<file path="src/rtl/gray_updown_counter.sv">
// Up/down counter holding its state in binary and presenting registered binary and Gray views.
// The counter is loadable from a Gray value, and it either wraps or saturates at the limits (chosen by WRAP).
module gray_updown_counter #(
  parameter int WIDTH = 4,
  parameter bit WRAP  = 1'b1
) (
  input  logic             clk,
  input  logic             rst,
  input  logic             en,
  input  logic             up,
  input  logic             load,
  input  logic [WIDTH-1:0] load_gray,
  output logic [WIDTH-1:0] bin_out,
  output logic [WIDTH-1:0] gray_out,
  output logic             wrap_p,
  output logic             sat
);

  localparam logic [WIDTH-1:0] ONE = {{(WIDTH-1){1'b0}}, 1'b1};

  logic [WIDTH-1:0] load_bin;
  logic [WIDTH-1:0] step_bin;
  logic [WIDTH-1:0] bin_nxt;
  logic             wrap_nxt;
  logic             sat_nxt;
  logic             limit_hit;
  logic             load_at_limit;

  // Gray-to-binary: each binary bit is the XOR of all Gray bits at or above it
  always_comb begin
    load_bin = '0;
    for (int i = 0; i < WIDTH; i++) begin
      load_bin[i] = ^(load_gray >> i);
    end
  end

  assign step_bin      = up ? (bin_out + ONE) : (bin_out - ONE);
  assign limit_hit     = up ? (&bin_out) : (~|bin_out);
  assign load_at_limit = up ? (&load_bin) : (~|load_bin);

  always_comb begin
    bin_nxt  = bin_out;
    wrap_nxt = 1'b0;
    sat_nxt  = sat;
    if (load) begin
      bin_nxt = load_bin;
      sat_nxt = !WRAP && load_at_limit;
    end else if (en) begin
      if (limit_hit && !WRAP) begin
        sat_nxt = 1'b1;
      end else begin
        bin_nxt  = step_bin;
        wrap_nxt = WRAP && limit_hit;
        sat_nxt  = 1'b0;
      end
    end
  end

  // Both codes come from the same next value so they always update on the same edge
  always_ff @(posedge clk) begin
    if (rst) begin
      bin_out  <= '0;
      gray_out <= '0;
      wrap_p   <= 1'b0;
      sat      <= 1'b0;
    end else begin
      bin_out  <= bin_nxt;
      gray_out <= bin_nxt ^ (bin_nxt >> 1);
      wrap_p   <= wrap_nxt;
      sat      <= sat_nxt;
    end
  end

endmodule

</file>
<file path="config.mk">
export PLATFORM = sky130hd
export DESIGN_NAME = gray_updown_counter
export DESIGN_NICKNAME = d
export VERILOG_FILES = /design/src/rtl/gray_updown_counter.sv
export SDC_FILE = /design/constraint.sdc
export NUM_CORES = 1
export LEC_CHECK = 0
export BUFFER_PORTS_ARGS = -buffer_cell sky130_fd_sc_hd__buf_2
export CELL_PAD_IN_SITES_DETAIL_PLACEMENT = 0
export CELL_PAD_IN_SITES_GLOBAL_PLACEMENT = 1
export CORE_MARGIN = 8
export CORE_UTILIZATION = 34
export DETAILED_ROUTE_END_ITERATION = 12
export PLACE_DENSITY = 0.83
export REMOVE_ABC_BUFFERS = 1
export SLEW_MARGIN = 20
export SYNTH_ARGS = -nofsm -noshare
export SYNTH_HDL_FRONTEND = slang
export SYNTH_SLANG_ARGS = --single-unit
</file>
<file path="constraint.sdc">
create_clock -name clk -period 2.05 [get_ports clk]
set_input_delay 0.205 -clock clk [delete_from_list [all_inputs] [get_ports clk]]
set_output_delay 0.205 -clock clk [all_outputs]
set_load 0.01 [all_outputs]
</file>
## Word-level counts from Yosys, hierarchy flattened

Index checks and enable logic that the tools add are counted.

| storage, ports and cells | value |
|---|---|
| register bits | 9 |
| latch bits | 0 |
| RAM bits | 0 |
| bits in read-only memories | 0 |
| input bits | 9 |
| output and inout port bits | 10 |
| logic and storage cells | 19 |
| memories kept | 0 |

| operators by class | value |
|---|---|
| $add $sub $neg | 2 |
| multipliers | 0 |
| divide/modulo/power cells | 0 |
| order comparisons | 0 |
| eq/ne operators | 0 |
| shift-type cells | 0 |
| mux-type cells | 4 |
| bitwise gates (word level) | 2 |
| reductions and logical operators | 8 |

Operators with widths:

| operator | count |
|---|---|
| $reduce_xor 4->1 | 4 |
| $mux 4 | 3 |
| $add 4x1->4 const B | 1 |
| $reduce_and 4->1 | 1 |
| $reduce_or 4->1 | 1 |
| $sub 4x1->4 const B | 1 |
| $xor 4x3->4 | 1 |
| $reduce_or 3->1 | 1 |
| $logic_not 1->1 | 1 |
| $mux 1 | 1 |
| $not 1->1 | 1 |

## Logic depth before layout (Yosys ltp)

Gate-level depths: netlist (run 1).

| depth | value |
|---|---|
| depth in word-level cells | 5 |
| depth in mapped cells | 6 |

## Least setup slack after synthesis (run 1)

Ideal clock, no wire load.

| path | value |
|---|---|
| path kind | reg2reg |
| start | register bin_out[0] |
| end | register gray_out[2] |
| setup time | 0.121 ns |
| arrival time | 1.788 ns |
| slack | 0.141 ns |
| stages on the path, launching flop included | 7 |
| path buffers | 0 |
| clock period less this slack | 1.909 ns |
| cells stage by stage | dfxtp_1 inv_1 fa_1 xnor2_1 a211o_1 and3_1 mux2_4 |

| between the ends | value |
|---|---|
| longest elaborated chain between the ends | 5 |

Ends and longest elaborated chain:

| item | RTL line | source |
|---|---|---|
| start: declaration | 13 | `output logic [WIDTH-1:0] bin_out,` |
| start signal: assignment | 67 | `bin_out <= bin_nxt;` |
| $sub 4x1->4 / $add 4x1->4 (equally long branches) | 37 | `assign step_bin = up ? (bin_out + ONE) : (bin_out - ONE);` |
| $mux 4 * | 37 |  |
| $mux 4 * | 48 | `end else if (en) begin` |
| $mux 4 * | 45 | `if (load) begin` |
| $xor 4x3->4 * | 68 | `gray_out <= bin_nxt ^ (bin_nxt >> 1);` |
| end signal: assignment | 68 |  |
| end: declaration | 14 | `output logic [WIDTH-1:0] gray_out,` |

Mark *: on every way between the ends. The rest lies on a longest branch, timed or not.
A chain may end at the register's enable or synchronous reset.

## Final worst setup path (run 1)

Ends and elaborated chain as after synthesis.

==> impl_metrics.yaml, run 1 <==
clock_tree:
  path_clk_slew_ns: 0.05
  cts.sinks: 8
  cts_root_buf: "clkbuf_4"
  htree_levels: 1
  cts-buffers-inserted: 3
  clockBufferDepth: 2
  cts_resized: 0
  ctsHoldBuffers: 0
  postCtsSetupRepairBufs: 0
  insertion_delay_ns: 0.25
  cts_tree: "done"
final_layout:
  syn2layout_area_growth_pct: 20.89
  num_antenna_cells: 0
  register_area_um2: 161.4
  fill_cells: 161
  fin_nets: 93
  multi_input_area_um2: 361.6
  drive_gt1_share_pct: 32.91
timing:
  final_hold_viol_count: 0
  fin_worst_skew_ns: 0.001451
  slew_violations: 0
  final-setup-viol-count: 0
  hold_ws_ns: 0.2030
  post-route-period-util_pct: 92.99
  timing.setup.tns_ns: 0
  rsz0062_at_grt: "false"
  fmax_ghz: 0.5246
  fin_crit_ns: 1.906
synth:
  yosysWarnings: 0
  synth_most_common_cell: "dfxtp_1"
  synth_top_area_share_pct: 28.44
  synth-edff-count: 0
  async_flop_share_pct: 0
  yosysSeqAreaShare_pct: 28.44
  synth_top_area_cell: "dfxtp_1"
  dominantRegCellSynth: "dfxtp_1"
  syn_inst: 61
  synth_area_um2: 563.0
  synth_area_per_cell_um2: 9.230
  synth_common_cells: "dfxtp_1, inv_1, nor2_1, xnor2_1"
  ys_ff_latch: 8
  synthTopCellsByArea: "dfxtp_1, xnor2_1, xor2_1, ha_1, buf_4"
  synthDistinctLibCells: 33
route:
  top_layer: "met4"
  drt-initial-drc-count: 6
  route.met2.wl_um: 702
  drt_pass1_iterations: 4
  met1_length_um: 589
  viasPerCell: 5.389
  drc: 0
  wl_met3_um: 89
  vias: 512
  wirelength_um: 1388
  wl_per_cell_um: 14.61
  ant_nets: 0
status:
  outcome: "complete, no violations"
global_routing:
  grt_first_pass_wirelength_um: 2359
  grt_overflow_total: 0
  grt_max_degree: 14
  track_usage_pct: 8.960
  grt_pass1_vias: 528
  antenna_found_initial: 0
place:
  dp_hpwl_um: 1088
  port_buffers: 17
  gp_congestion: 0.7173
power:
  max-vdd-ir-drop_uv: 372.5
  power_frac_clock_pct: 24.6
  total_power_uw: 483.1
  p_sw_uw: 155.6
  leakage_uw: 0.0003422
  switching_share_pct: 32.20
  p_int_uw: 327.5
  pwr-share-comb_pct: 36.5
  power_frac_seq_pct: 38.9
  powerDensity_nw_per_um2: 709.8
worst_setup_path:
  path_class: "flop to flop"
  cp-start-kind: "flop"
  end_kind: "flop"
  cp_max_fo: 7
  required_ns: 2.19
  reg2reg_depth: 6
  cp.arrival_ns: 2.05
floorplanning:
  die-width_um: 56.70
  io_pins: 19
  dieArea_um2: 3214
  num_rows: 14
  start_util_pct: 36.95
  dieHeight_um: 56.70
  core-area_um2: 1524
run:
  cap_violations: 0
worst_hold_path:
  holdPathStages: 2
  hp-class: "input port to flop"
routing by layer:
layer,vias to the layer above,global-route usage [%]
met5,-,0
met3,2,4.719
met4,0,2.405
li1,255,-
met2,15,15.05
met1,240,9.482
logic make-up (layout without fill, tap and decap cells):
kind of cell               count (synthesis)  in the layout  synth area share [%]
other                                      1              1                0.6660
and+or+nand+nor                           19             19                 20.89
AOI/OAI and AO/OA                         13             13                 19.11
DFF                                        8              8                 28.44
adders and majority gates                  3              3                 7.999
xor gates and xnor gates                   7              7                 10.89
buffers and inverters                      8             26                 7.332
muxes                                      2              2                 4.666
critical path: stages, from the launching register on:
cell and delay, ns:
dfxtp_2 0.39, inv_1 0.07, fa_1 0.42, xnor2_1 0.16
a211o_1 0.31, and3_1 0.19, mux2_4 0.25
state kept, by name (all words and copies together) (netlist names):
signal and cells:
bin_out 4, gray_out 3, wrap_p 1
cells in the final DEF, fill, tap and decap left out, drive strengths merged, types with 3 or more instances in the layout:
master / netlist / routed
xor2: 3 / 3
xnor2: 4 / 4
inv: 4 / 4
clkbuf: 1 / 3
nor2: 4 / 4
buf: 3 / 19
dfxtp: 8 / 8
worst paths after layout:
kind | from | endpoint | slack (ns)
max | bin_out[0] | gray_out[2] | 0.14
min reg2reg | bin_out[0] | bin_out[0] | 0.68
max reg2reg | bin_out[0] | gray_out[2] | 0.14
min | rst | bin_out[0] | 0.20
metrics by stage:
| stage | util (%) | setup slack [ns] | instances | cell area, µm² |
|---|---|---|---|---|
| global route | 44.66 | 0.07530 | 95 | 680.7 |
| CTS | 44.58 | 0.06621 | 95 | 679.4 |
| floorplan | - | 0.1408 | 57 | 536.8 |
| global placement | 43.10 | 0.1709 | 92 | 656.9 |
| finish | 44.66 | 0.1438 | 95 | 680.7 |
| detailed placement | 43.10 | 0.1125 | 92 | 656.9 |
power groups by stage:
stage | Sequential (µW) | Clock [µW] | Combinational (µW)
floorplan | 199 | 0 | 104
global placement | 189 | 0 | 174
detailed placement | 190 | 0 | 176
CTS | 187 | 121 | 179
global route | 190 | 135 | 194
finish | 188 | 119 | 177
area by class of cell:
type                       count  area share [%]
clock buffer                   3           3.309
inverter                       4           2.206
multi-input combinational     45           53.13
sequential                     8           23.71
tap                           16           2.941
timing repair buffer          19           14.71
Power figures use the tool's default switching activity.
==> inputs of run 2 (changes only) <==
--- a/config.mk
+++ b/config.mk
@@ -5,13 +5,14 @@
 export SDC_FILE = /design/constraint.sdc
 export NUM_CORES = 1
 export LEC_CHECK = 0
+export ABC_AREA = 1
 export BUFFER_PORTS_ARGS = -buffer_cell sky130_fd_sc_hd__buf_2
 export CELL_PAD_IN_SITES_DETAIL_PLACEMENT = 0
 export CELL_PAD_IN_SITES_GLOBAL_PLACEMENT = 1
 export CORE_MARGIN = 8
 export CORE_UTILIZATION = 34
 export DETAILED_ROUTE_END_ITERATION = 12
-export PLACE_DENSITY = 0.83
+export PLACE_DENSITY = 0.88
 export REMOVE_ABC_BUFFERS = 1
 export SLEW_MARGIN = 20
 export SYNTH_ARGS = -nofsm -noshare
==> constraint.sdc (replaced) <==
create_clock -name clk -period 2.3 [get_ports clk]
set_input_delay 0.23 -clock clk [delete_from_list [all_inputs] [get_ports clk]]
set_output_delay 0.23 -clock clk [all_outputs]
set_load 0.01 [all_outputs]
==> run 2 against run 1 <==
Net effect: first-iteration DRC count rose by 100%; register-to-register slack improved by 0.55 ns; area after synthesis rose by 3.6%; sequential share of layout area fell by 0.73 points; largest cell class unchanged; worst hold slack improved by 0.035 ns; setup slack improved by 0.55 ns; cell area rose by 2.4%; clock-buffer cell count did not move.
==> impl_metrics.yaml, run 2 <==
final_layout:
  syn2layout_area_growth_pct: 19.53
  final_common_cell: "nand2_1"
  largest_reg_flops: 4
  largest-register: "bin_out"
  fill_cells: 190
  num_antenna_cells: 0
  drive_gt1_share_pct: 27.27
  reg_top3: "bin_out x4, gray_out x3, wrap_p x1"
  most-common-layout-cells: "nand2_1, buf_2, dfxtp_1"
  fin_nets: 124
clock_tree:
  cts_tree: "done"
  cts_root_buf: "clkbuf_4"
  cts-buffers-inserted: 3
  clockBufferDepth: 2
  cts_resized: 0
  htree_levels: 1
  path_clk_slew_ns: 0.05
  insertion_delay_ns: 0.25
  ctsHoldBuffers: 0
  cts.sinks: 8
  postCtsSetupRepairBufs: 0
route:
  drt_pass1_iterations: 4
  vias: 593
  drt-initial-drc-count: 12
  viasPerCell: 4.669
  ant_nets: 0
  wl_per_cell_um: 10.64
  drc: 0
  wirelength_um: 1351
floorplanning:
  core-area_um2: 1670
  dieHeight_um: 57.41
  num_rows: 15
  dieArea_um2: 3296
  start_util_pct: 34.91
  die-width_um: 57.41
  io_pins: 19
synth:
  synth_most_common_cell: "nand2_1"
  synth_top_area_share_pct: 27.47
  async_flop_share_pct: 0
  yosysWarnings: 0
  synthDistinctLibCells: 26
  ys_ff_latch: 8
  synth_area_um2: 583.1
  syn_inst: 92
  synth_area_per_cell_um2: 6.338
  dominantRegCellSynth: "dfxtp_1"
  synthTopCellsByArea: "dfxtp_1, nand2_1, nand3_1, inv_1, ha_1"
  yosysSeqAreaShare_pct: 27.47
  synth_common_cells: "nand2_1, dfxtp_1, inv_1, nand3_1"
  synth-edff-count: 0
  synth_top_area_cell: "dfxtp_1"
timing:
  fin_worst_skew_ns: 0.001839
  slew_violations: 0
  timing.setup.tns_ns: 0
  hold_ws_ns: 0.2384
  fmax_ghz: 0.6230
  post-route-period-util_pct: 69.79
  final-setup-viol-count: 0
  fin_crit_ns: 1.605
  final_hold_viol_count: 0
  rsz0062_at_grt: "false"
power:
  max-vdd-ir-drop_uv: 215.8
  powerDensity_nw_per_um2: 578.3
  leakage_uw: 0.0003962
run:
  cap_violations: 0
worst_setup_path:
  cp-start-kind: "flop"
  required_ns: 2.50
  cp.arrival_ns: 1.80
  cp_max_fo: 6
  end_kind: "flop"
  path_class: "flop to flop"
global_routing:
  antenna_found_initial: 0
  grt_max_degree: 7
  grt_pass1_vias: 551
  track_usage_pct: 8.747
  grt_first_pass_wirelength_um: 2304
  grt_overflow_total: 0
place:
  dp_hpwl_um: 1128
  port_buffers: 17
  gp_congestion: 0.7697
worst_hold_path:
  hp-class: "input port to flop"
status:
  outcome: "complete, no violations"
==> run 2: cell types whose count changed after synthesis, sizes merged, moves of 3 or more <==
cell / before / now
nand3: 1 / 7
or2: 0 / 3
inv: 4 / 12
xnor2: 4 / 1
nor2: 4 / 7
nand2: 1 / 38
==> run 2: cell type report <==
cell class                 count  area (µm²)  area share, %
clock buffer                   3       22.52          3.232
inverter                      13       48.80          7.002
multi-input combinational     69       359.1          51.53
sequential                     8       160.2          22.98
tap                           17       21.27          3.052
timing repair buffer          17       85.08          12.21
==> run 2: worst max-delay path, cell delays in order (launching register included) <==
cell and delay, ns:
dfxtp_1 0.40, inv_1 0.10, fa_1 0.47, or2_0 0.25, nand3_2 0.09, nand2_4 0.07
nor2_4 0.08, nand2_1 0.05, nand2_1 0.05
==> run 2: metrics by stage <==
stage                     worst slack [ns]  instance area, µm²  utilization, %  cells  total power (µW)
after floorplan                     0.7574               568.0               -     90             253.5
after global placement              0.7407               674.4           40.37    124             299.6
after detailed placement            0.7180               674.4           40.37    124             302.2
after CTS                           0.6836               696.9           41.72    127             412.5
after global routing                0.5689               696.9           41.72    127             437.1
final                               0.6947               696.9           41.72    127             403.0
==> run 2: layer usage <==
| metal | track usage, % | up-vias | routed length (µm) |
|---|---|---|---|
| li1 | - | 318 | - |
| met1 | 9.367 | 254 | 640 |
| met2 | 14.31 | 19 | 603 |
| met3 | 4.484 | 2 | 97 |
| met4 | 3.214 | 0 | 9 |
| met5 | 0 | - | 0 |
==> run 2: worst paths after layout <==
kind	slack, ns	from	endpoint	cells past startpoint
max	0.69	bin_out[0]	gray_out[0]	8
min	0.24	rst	bin_out[1]	2
max reg2reg	0.69	bin_out[0]	gray_out[0]	8
min reg2reg	0.55	bin_out[0]	wrap_p	2
==> run 2: where the power goes <==
group | internal, µW | switching (µW)
registers | 154 | 12.0
clock network | 59.5 | 44.5
logic | 53.0 | 80.5
total | 266 | 137
==> run 2: cell families after synthesis <==
logic type | after synthesis | synth area share [%]
and+or+nand+nor | 58 | 45.49
adders and majority gates | 3 | 7.725
AOI/OAI and AO/OA | 5 | 4.720
DFF | 8 | 27.47
xor gates and xnor gates | 2 | 3.005
other | 1 | 0.6432
buffers and inverters | 15 | 10.94
